<file path="src/rtl/gps_seq_pkg.sv">
// gps_seq_pkg
// Shared definitions for the GPS scenario sequencer: the sequencer state
// encoding, the width of one scenario table entry and the bit positions of
// each configuration field inside an entry.
package gps_seq_pkg;

    typedef enum logic [2:0] {
        S_IDLE    = 3'd0,
        S_LOAD    = 3'd1,
        S_APPLY   = 3'd2,
        S_START   = 3'd3,
        S_WAIT_PH = 3'd4,
        S_DWELL   = 3'd5,
        S_NEXT    = 3'd6,
        S_FINISH  = 3'd7
    } seq_state_t;

    localparam int ENTRY_W = 45;

    localparam int NSAT_MSB  = 44;
    localparam int NSAT_LSB  = 40;
    localparam int DOP_MSB   = 39;
    localparam int DOP_LSB   = 32;
    localparam int SNR_MSB   = 31;
    localparam int SNR_LSB   = 24;
    localparam int PHASE_MSB = 23;
    localparam int PHASE_LSB = 8;
    localparam int DWELL_MSB = 7;
    localparam int DWELL_LSB = 0;

endpackage

</file>
<file path="src/rtl/seq_table_ram.sv">
// seq_table_ram
// Scenario table storage: DEPTH x ENTRY_W, one synchronous write port and
// one synchronous read port. A read and a write to the same address in the
// same cycle return the previous contents. Contents are not reset.
// Ports:
//   clk_in   - clock
//   we_i     - write strobe
//   waddr_i  - write address
//   wdata_i  - write data
//   re_i     - read strobe; data appears on rdata_o the following cycle
//   raddr_i  - read address
//   rdata_o  - registered read data
module seq_table_ram
    import gps_seq_pkg::*;
#(
    parameter int DEPTH = 8,
    parameter int AW    = 3
) (
    input  logic               clk_in,
    input  logic               we_i,
    input  logic [AW-1:0]      waddr_i,
    input  logic [ENTRY_W-1:0] wdata_i,
    input  logic               re_i,
    input  logic [AW-1:0]      raddr_i,
    output logic [ENTRY_W-1:0] rdata_o
);

    logic [ENTRY_W-1:0] mem_q [DEPTH];
    logic [ENTRY_W-1:0] rdata_q;

    // Both ports update with non-blocking assignments in one process, so a
    // colliding read always sees the value held before this edge.
    always_ff @(posedge clk_in) begin
        if (we_i) begin
            mem_q[waddr_i] <= wdata_i;
        end
        if (re_i) begin
            rdata_q <= mem_q[raddr_i];
        end
    end

    assign rdata_o = rdata_q;

endmodule

</file>
<file path="src/rtl/gps_scenario_seq.sv">
// gps_scenario_seq
// Scenario sequencer for the GPS signal generator core. Steps the core
// through a table of satellite configurations: for each entry it drives the
// configuration, pulses the code-phase start, waits for code_phase_done and
// then dwells a programmed number of core epochs before the next entry.
// Ports:
//   clk_in, rst_in_n        - clock, synchronous active-low reset
//   cfg_we_in/addr/data     - table write port (accepted in any state)
//   num_entries_in          - number of active entries (0..DEPTH)
//   run_in                  - level: rising edge starts, low aborts
//   loop_in                 - wrap to entry 0 after the last entry
//   epoch_in                - epoch pulse from the core
//   code_phase_done_in      - code-phase alignment done pulse from the core
//   ena_out                 - core enable
//   n_sat/doppler/snr/ca_phase_out - core configuration
//   ca_phase_start_out      - one-cycle code-phase start pulse
//   entry_idx_out           - current entry index
//   busy_out, done_out      - run active, one-cycle completion pulse
//   err_out                 - sticky code-phase timeout flag
module gps_scenario_seq
    import gps_seq_pkg::*;
#(
    parameter int DEPTH         = 8,
    parameter int AW            = 3,
    parameter int PHASE_TIMEOUT = 65535
) (
    input  logic               clk_in,
    input  logic               rst_in_n,
    input  logic               cfg_we_in,
    input  logic [AW-1:0]      cfg_addr_in,
    input  logic [ENTRY_W-1:0] cfg_data_in,
    input  logic [AW:0]        num_entries_in,
    input  logic               run_in,
    input  logic               loop_in,
    input  logic               epoch_in,
    input  logic               code_phase_done_in,
    output logic               ena_out,
    output logic [4:0]         n_sat_out,
    output logic [7:0]         doppler_out,
    output logic [7:0]         snr_out,
    output logic [15:0]        ca_phase_out,
    output logic               ca_phase_start_out,
    output logic [AW-1:0]      entry_idx_out,
    output logic               busy_out,
    output logic               done_out,
    output logic               err_out
);

    localparam int TW = (PHASE_TIMEOUT > 1) ? $clog2(PHASE_TIMEOUT + 1) : 1;
    localparam logic [TW-1:0] TO_LAST = TW'(PHASE_TIMEOUT - 1);

    seq_state_t         state_q, state_d;
    logic [AW-1:0]      idx_q, idx_d;
    logic [7:0]         dwell_cnt_q, dwell_cnt_d;
    logic [TW-1:0]      to_cnt_q, to_cnt_d;
    logic               run_q;
    logic               err_q, err_d;
    logic               ena_q, ena_d;
    logic               zdone_q, zdone_d;
    logic [4:0]         n_sat_q;
    logic [7:0]         doppler_q, snr_q, dwell_q;
    logic [15:0]        ca_phase_q;
    logic               load_cfg;
    logic               rd_en;
    logic               idx_last;
    logic [ENTRY_W-1:0] rd_data;

    seq_table_ram #(
        .DEPTH (DEPTH),
        .AW    (AW)
    ) u_table (
        .clk_in  (clk_in),
        .we_i    (cfg_we_in),
        .waddr_i (cfg_addr_in),
        .wdata_i (cfg_data_in),
        .re_i    (rd_en),
        .raddr_i (idx_q),
        .rdata_o (rd_data)
    );

    // Also true when the index is past the end because num_entries shrank
    // mid-run, so the sequence always terminates.
    assign idx_last = ({1'b0, idx_q} + (AW + 1)'(1)) >= num_entries_in;

    always_ff @(posedge clk_in) begin
        if (!rst_in_n) begin
            state_q     <= S_IDLE;
            idx_q       <= '0;
            dwell_cnt_q <= '0;
            to_cnt_q    <= '0;
            run_q       <= 1'b0;
            err_q       <= 1'b0;
            ena_q       <= 1'b0;
            zdone_q     <= 1'b0;
            n_sat_q     <= '0;
            doppler_q   <= '0;
            snr_q       <= '0;
            ca_phase_q  <= '0;
            dwell_q     <= '0;
        end else begin
            state_q     <= state_d;
            idx_q       <= idx_d;
            dwell_cnt_q <= dwell_cnt_d;
            to_cnt_q    <= to_cnt_d;
            run_q       <= run_in;
            err_q       <= err_d;
            ena_q       <= ena_d;
            zdone_q     <= zdone_d;
            if (load_cfg) begin
                n_sat_q    <= rd_data[NSAT_MSB:NSAT_LSB];
                doppler_q  <= rd_data[DOP_MSB:DOP_LSB];
                snr_q      <= rd_data[SNR_MSB:SNR_LSB];
                ca_phase_q <= rd_data[PHASE_MSB:PHASE_LSB];
                dwell_q    <= rd_data[DWELL_MSB:DWELL_LSB];
            end
        end
    end

    always_comb begin
        state_d     = state_q;
        idx_d       = idx_q;
        dwell_cnt_d = dwell_cnt_q;
        to_cnt_d    = to_cnt_q;
        err_d       = err_q;
        ena_d       = ena_q;
        zdone_d     = 1'b0;
        load_cfg    = 1'b0;
        rd_en       = 1'b0;

        if (state_q != S_IDLE && !run_in) begin
            // Abort: drop straight to IDLE, index kept until the next start.
            state_d = S_IDLE;
            ena_d   = 1'b0;
        end else begin
            case (state_q)
                S_IDLE: begin
                    if (run_in && !run_q) begin
                        err_d = 1'b0;
                        idx_d = '0;
                        if (num_entries_in != '0) begin
                            state_d = S_LOAD;
                        end else begin
                            zdone_d = 1'b1;
                        end
                    end
                end
                S_LOAD: begin
                    rd_en   = 1'b1;
                    state_d = S_APPLY;
                end
                S_APPLY: begin
                    load_cfg = 1'b1;
                    ena_d    = 1'b1;
                    state_d  = S_START;
                end
                S_START: begin
                    to_cnt_d = '0;
                    state_d  = S_WAIT_PH;
                end
                S_WAIT_PH: begin
                    if (code_phase_done_in) begin
                        if (dwell_q == 8'd0) begin
                            state_d = S_NEXT;
                        end else begin
                            dwell_cnt_d = dwell_q;
                            state_d     = S_DWELL;
                        end
                    end else if (to_cnt_q == TO_LAST) begin
                        err_d   = 1'b1;
                        state_d = S_NEXT;
                    end else begin
                        to_cnt_d = to_cnt_q + TW'(1);
                    end
                end
                S_DWELL: begin
                    if (epoch_in) begin
                        if (dwell_cnt_q == 8'd1) begin
                            state_d = S_NEXT;
                        end else begin
                            dwell_cnt_d = dwell_cnt_q - 8'd1;
                        end
                    end
                end
                S_NEXT: begin
                    if (idx_last) begin
                        if (loop_in) begin
                            idx_d   = '0;
                            state_d = S_LOAD;
                        end else begin
                            ena_d   = 1'b0;
                            state_d = S_FINISH;
                        end
                    end else begin
                        idx_d   = idx_q + AW'(1);
                        state_d = S_LOAD;
                    end
                end
                S_FINISH: begin
                    state_d = S_IDLE;
                end
                default: begin
                    state_d = S_IDLE;
                end
            endcase
        end
    end

    // Enable is raised combinationally in APPLY so the core sees it in the
    // same cycle the configuration is captured.
    assign ena_out            = ena_q || (state_q == S_APPLY);
    assign ca_phase_start_out = (state_q == S_START) && run_in;
    assign done_out           = zdone_q || ((state_q == S_FINISH) && run_in);
    assign busy_out           = (state_q != S_IDLE);
    assign err_out            = err_q;
    assign entry_idx_out      = idx_q;
    assign n_sat_out          = n_sat_q;
    assign doppler_out        = doppler_q;
    assign snr_out            = snr_q;
    assign ca_phase_out       = ca_phase_q;

endmodule

</file>
<file path="config.mk">
export PLATFORM = sky130hd
export DESIGN_NAME = gps_scenario_seq
export DESIGN_NICKNAME = d
export VERILOG_FILES = /design/src/rtl/gps_seq_pkg.sv /design/src/rtl/seq_table_ram.sv /design/src/rtl/gps_scenario_seq.sv
export SDC_FILE = /design/constraint.sdc
export NUM_CORES = 1
export LEC_CHECK = 0
export CORE_MARGIN = 10
export CORE_UTILIZATION = 39
export CTS_BUF_LIST = sky130_fd_sc_hd__clkbuf_4 sky130_fd_sc_hd__clkbuf_8
export DETAILED_ROUTE_END_ITERATION = 10
export MAX_ROUTING_LAYER = met4
export PLACE_DENSITY_LB_ADDON = 0.15
export SKIP_LAST_GASP = 1
export SLEW_MARGIN = 10
export SYNTH_ARGS = -nofsm -noshare
export SYNTH_HDL_FRONTEND = slang
export SYNTH_HIERARCHICAL = 1
export SYNTH_SLANG_ARGS = --single-unit
</file>
<file path="constraint.sdc">
create_clock -name clk_in -period 9.4 [get_ports clk_in]
set_input_delay 0.94 -clock clk_in [delete_from_list [all_inputs] [get_ports clk_in]]
set_output_delay 0.94 -clock clk_in [all_outputs]
set_load 0.01 [all_outputs]
</file>
==> impl_metrics.env <==
export IMPL_synthSimpleGateAreaFrac=0.0526
export IMPL_fin_crit_ps=3470
export IMPL_cts_made_buffers=81
export IMPL_cts_buffer_depth=3
export IMPL_post_place_cells=1766
export IMPL_syn_inst=1035
export IMPL_synthArstFlopShare=0
export IMPL_place_hpwl_um=20300
export IMPL_drt_iter0_markers=563
export IMPL_synth_xor_area_frac=0.00549
export IMPL_timing_final_crit_share=0.369
export IMPL_yosys_warnings=6
export IMPL_path_cells="clkdlybuf4s50_1, nand4b_2, inv_1, clkdlybuf4s50_1"
export IMPL_io_pins=104
export IMPL_whs_path_depth=2
export IMPL_worstHoldStart="ca_phase_out[5]"
export IMPL_synth_top_area_share=0.635
export IMPL_cts_sinks=484
export IMPL_drc=0
export IMPL_setup_slack_ps=5930
export IMPL_setup_viol=0
export IMPL_synth_main_ff_cell="edfxtp_1"
export IMPL_fill_cells=4144
export IMPL_synth_fp_nets=1103
export IMPL_die_w_um=242
export IMPL_yosysTopAreaCell="edfxtp_1"
export IMPL_r2r_end="u_table/rdata_o[8]"
export IMPL_synth_compound_area_frac=0.0483
export IMPL_area_delta_synth_final_pct=18.3
export IMPL_power_frac_comb=0.028
export IMPL_rsz0062_at_grt="no"
export IMPL_clockPowerShare=0.439
export IMPL_pre_cts_slack_ps=5930
export IMPL_r2r_slack_ps=6420
export IMPL_fin_nets=1253
export IMPL_core_area_sq_um=48700
export IMPL_hold_viol=0
export IMPL_synthAdderAreaFrac=0.00588
export IMPL_io_buffers=103
export IMPL_rr_worst_depth=3
export IMPL_max_freq_mhz=288
export IMPL_switching_share=0.206
export IMPL_p_leak_nw=7.31
export IMPL_hold_class="register to register"
export IMPL_internal_power_mw=3.57
export IMPL_p_per_area_nw_per_um2=199
export IMPL_end_kind="output pin"
export IMPL_status="finished clean"
export IMPL_grt_use_total=0.144
export IMPL_fp_row_count=81
export IMPL_reg2reg_from="entry_idx_out[0]"
export IMPL_ys_ff_latch=484
export IMPL_synth_cell_types=62
export IMPL_grt_antenna_before_repair=3
export IMPL_layout_drive_gt1_share=0.195
export IMPL_grt_start_max_net_pins=65
export IMPL_drt_first_pass_iters=4
export IMPL_seqPwrFrac=0.533
export IMPL_worstPathArrival_ps=2530
export IMPL_synth_area_mux_share=0.152
export IMPL_path_class="primary input to output pin"
export IMPL_tns_ps=0
export IMPL_required_ps=8460
export IMPL_crit_path_frequent_cell="clkdlybuf4s50_1"
export IMPL_ctsHoldBuffers=0
export IMPL_cap_violations=0
export IMPL_fin_skew_ps=42.8
export IMPL_worstMarginPinSlew_ps=949
export IMPL_die_area_sq_um=58400
export IMPL_synth_top_family_by_area="multiplexers"
export IMPL_multi_input_area_sq_um=5120
export IMPL_clkTransAtPathRegs_ps=50
export IMPL_cts_max_level=3
export IMPL_drt_wl_total_um=40800
export IMPL_holdPathEnd="ca_phase_out[5]"
export IMPL_final_max_slew_viol_count=0
export IMPL_clock_latency_ps=650
export IMPL_crit_fanout=11
export IMPL_synth_edff_count=405
export IMPL_irDropWorstVdd_v=0.0000801
export IMPL_wl_per_cell_um=21.2
export IMPL_slew_headroom=0.367
export IMPL_avgSynthCellArea_sq_um=18.5
export IMPL_synthTopCellsByArea="edfxtp_1 (63%), mux4_1 (12%), dfxtp_1 (8.3%)"
export IMPL_place_gp_congestion=0.736
export IMPL_cts_resized=0
export IMPL_grt_pass1_wl_um=63200
export IMPL_antenna_left=0
export IMPL_cts_tree="built"
export IMPL_drt_vias_per_instance=5.11
export IMPL_worstSetupStartpointType="primary input"
export IMPL_slowest_delay_ps=770
export IMPL_start_util=0.393
export IMPL_power_total_mw=4.50
export IMPL_power_switching_mw=0.929
export IMPL_overflow=0
export IMPL_routed_via_count=9802
export IMPL_cp_slowest_cell="clkdlybuf4s50_1"
export IMPL_grt_pass1_vias=10400
export IMPL_instances_no_fill=1920
export IMPL_cts_root_buf="clkbuf_8"
export IMPL_layout_area_seq_sq_um=13800
export IMPL_cts_setup_buffers=0
export IMPL_ys_seq_area_frac=0.717
export IMPL_die_height_um=242
export IMPL_synth_area_sq_um=19200
[cells in the final DEF, fill, tap and decap left out, drive strengths merged, types with 10 or more instances in the layout]
master         count
edfxtp           405
clkbuf           133
nand2            122
clkdlybuf4s50    102
mux4              90
dfxtp             79
mux2              48
a21boi            47
nor2              29
inv               19
buf               16
a21oi             15
xnor2             11
nand3             10
o21ai             10
a2111oi           10
[power by group through the flow]
stage               combinational (mW)  clock [mW]  sequential [mW]
floorplan                       0.0544           0             2.44
CTS                              0.131        2.04             2.40
global route                     0.140        2.15             2.40
finish                           0.127        1.98             2.40
detailed placement               0.130           0             2.44
global placement                 0.128           0             2.44
[stage by stage]
stage                     hold WS (ps)  cell area, sq um  utilization
after global placement             452             20900        0.429
final                              466             22700        0.465
after CTS                          467             22700        0.465
after global routing               491             22700        0.465
after floorplan                    447             19200            -
after detailed placement           460             20900        0.429
[worst max-delay path by stage]
stage	startpoint	to	slack, ps	cells past startpoint
after floorplan	cfg_addr_in[2]	u_table/mem_q[0][0]	4700	2
after global placement	run_in	ca_phase_start_out	5930	4
after detailed placement	run_in	ca_phase_start_out	5930	4
after CTS	run_in	ca_phase_start_out	5910	4
after global routing	run_in	ca_phase_start_out	5840	4
final	run_in	ca_phase_start_out	5930	4
[synth_stat cells (4+ instances only)]
cell type,n
a2111oi_2,7
a21boi_0,45
a21o_1,4
a21oi_1,15
and3_1,8
and4_1,4
buf_1,7
buf_2,9
buf_6,12
clkbuf_1,20
dfxtp_1,79
edfxtp_1,405
ha_1,9
inv_1,15
mux2_2,47
mux4_1,90
nand2_1,122
nand2b_1,6
nand3_1,10
nand4_1,5
nor2_1,29
nor3_1,6
o211ai_1,5
o21a_1,6
o21ai_0,8
or4_1,4
xnor2_1,11
[state kept, by name, indices dropped and copies added (netlist names), 3 cells and up]
| signal | count |
|---|---|
| dwell_q | 8 |
| n_sat_out | 5 |
| snr_out | 8 |
| to_cnt_q | 16 |
| dwell_cnt_q | 8 |
| u_table/rdata_o | 45 |
| u_table/mem_q | 360 |
| ca_phase_out | 16 |
| entry_idx_out | 3 |
| doppler_out | 8 |
| state_q | 3 |
[final cells by class]
| class | instances | share of cell area |
|---|---|---|
| clock buffer | 133 | 0.0703 |
| sequential | 484 | 0.607 |
| antenna | 4 | 0.000442 |
| tap | 664 | 0.0367 |
| multi-input combinational | 485 | 0.226 |
| timing repair buffer | 118 | 0.0502 |
| inverter | 15 | 0.00248 |
| clock inverter | 17 | 0.00734 |
[cells by family after synthesis]
group | after synthesis
mux | 138
compound gates | 114
flops | 484
simple gates | 212
buf+inv | 66
fa+ha+maj | 9
xor+xnor | 12
[metal layers]
metal / routed length, um / global-route usage / up-vias
met1: 18800 / 0.185 / 5071
met5: 0 / - / -
met4: 702 / 0.0456 / 0
met2: 19400 / 0.222 / 168
met3: 1870 / 0.0371 / 64
li1: - / - / 4499
[critical path: cells and delay by family]
kind	cells	cell delay, ps
buffers and inverters	3	1390
and+or+nand+nor	1	200
No activity file was read; power rests on OpenSTA's default activity.
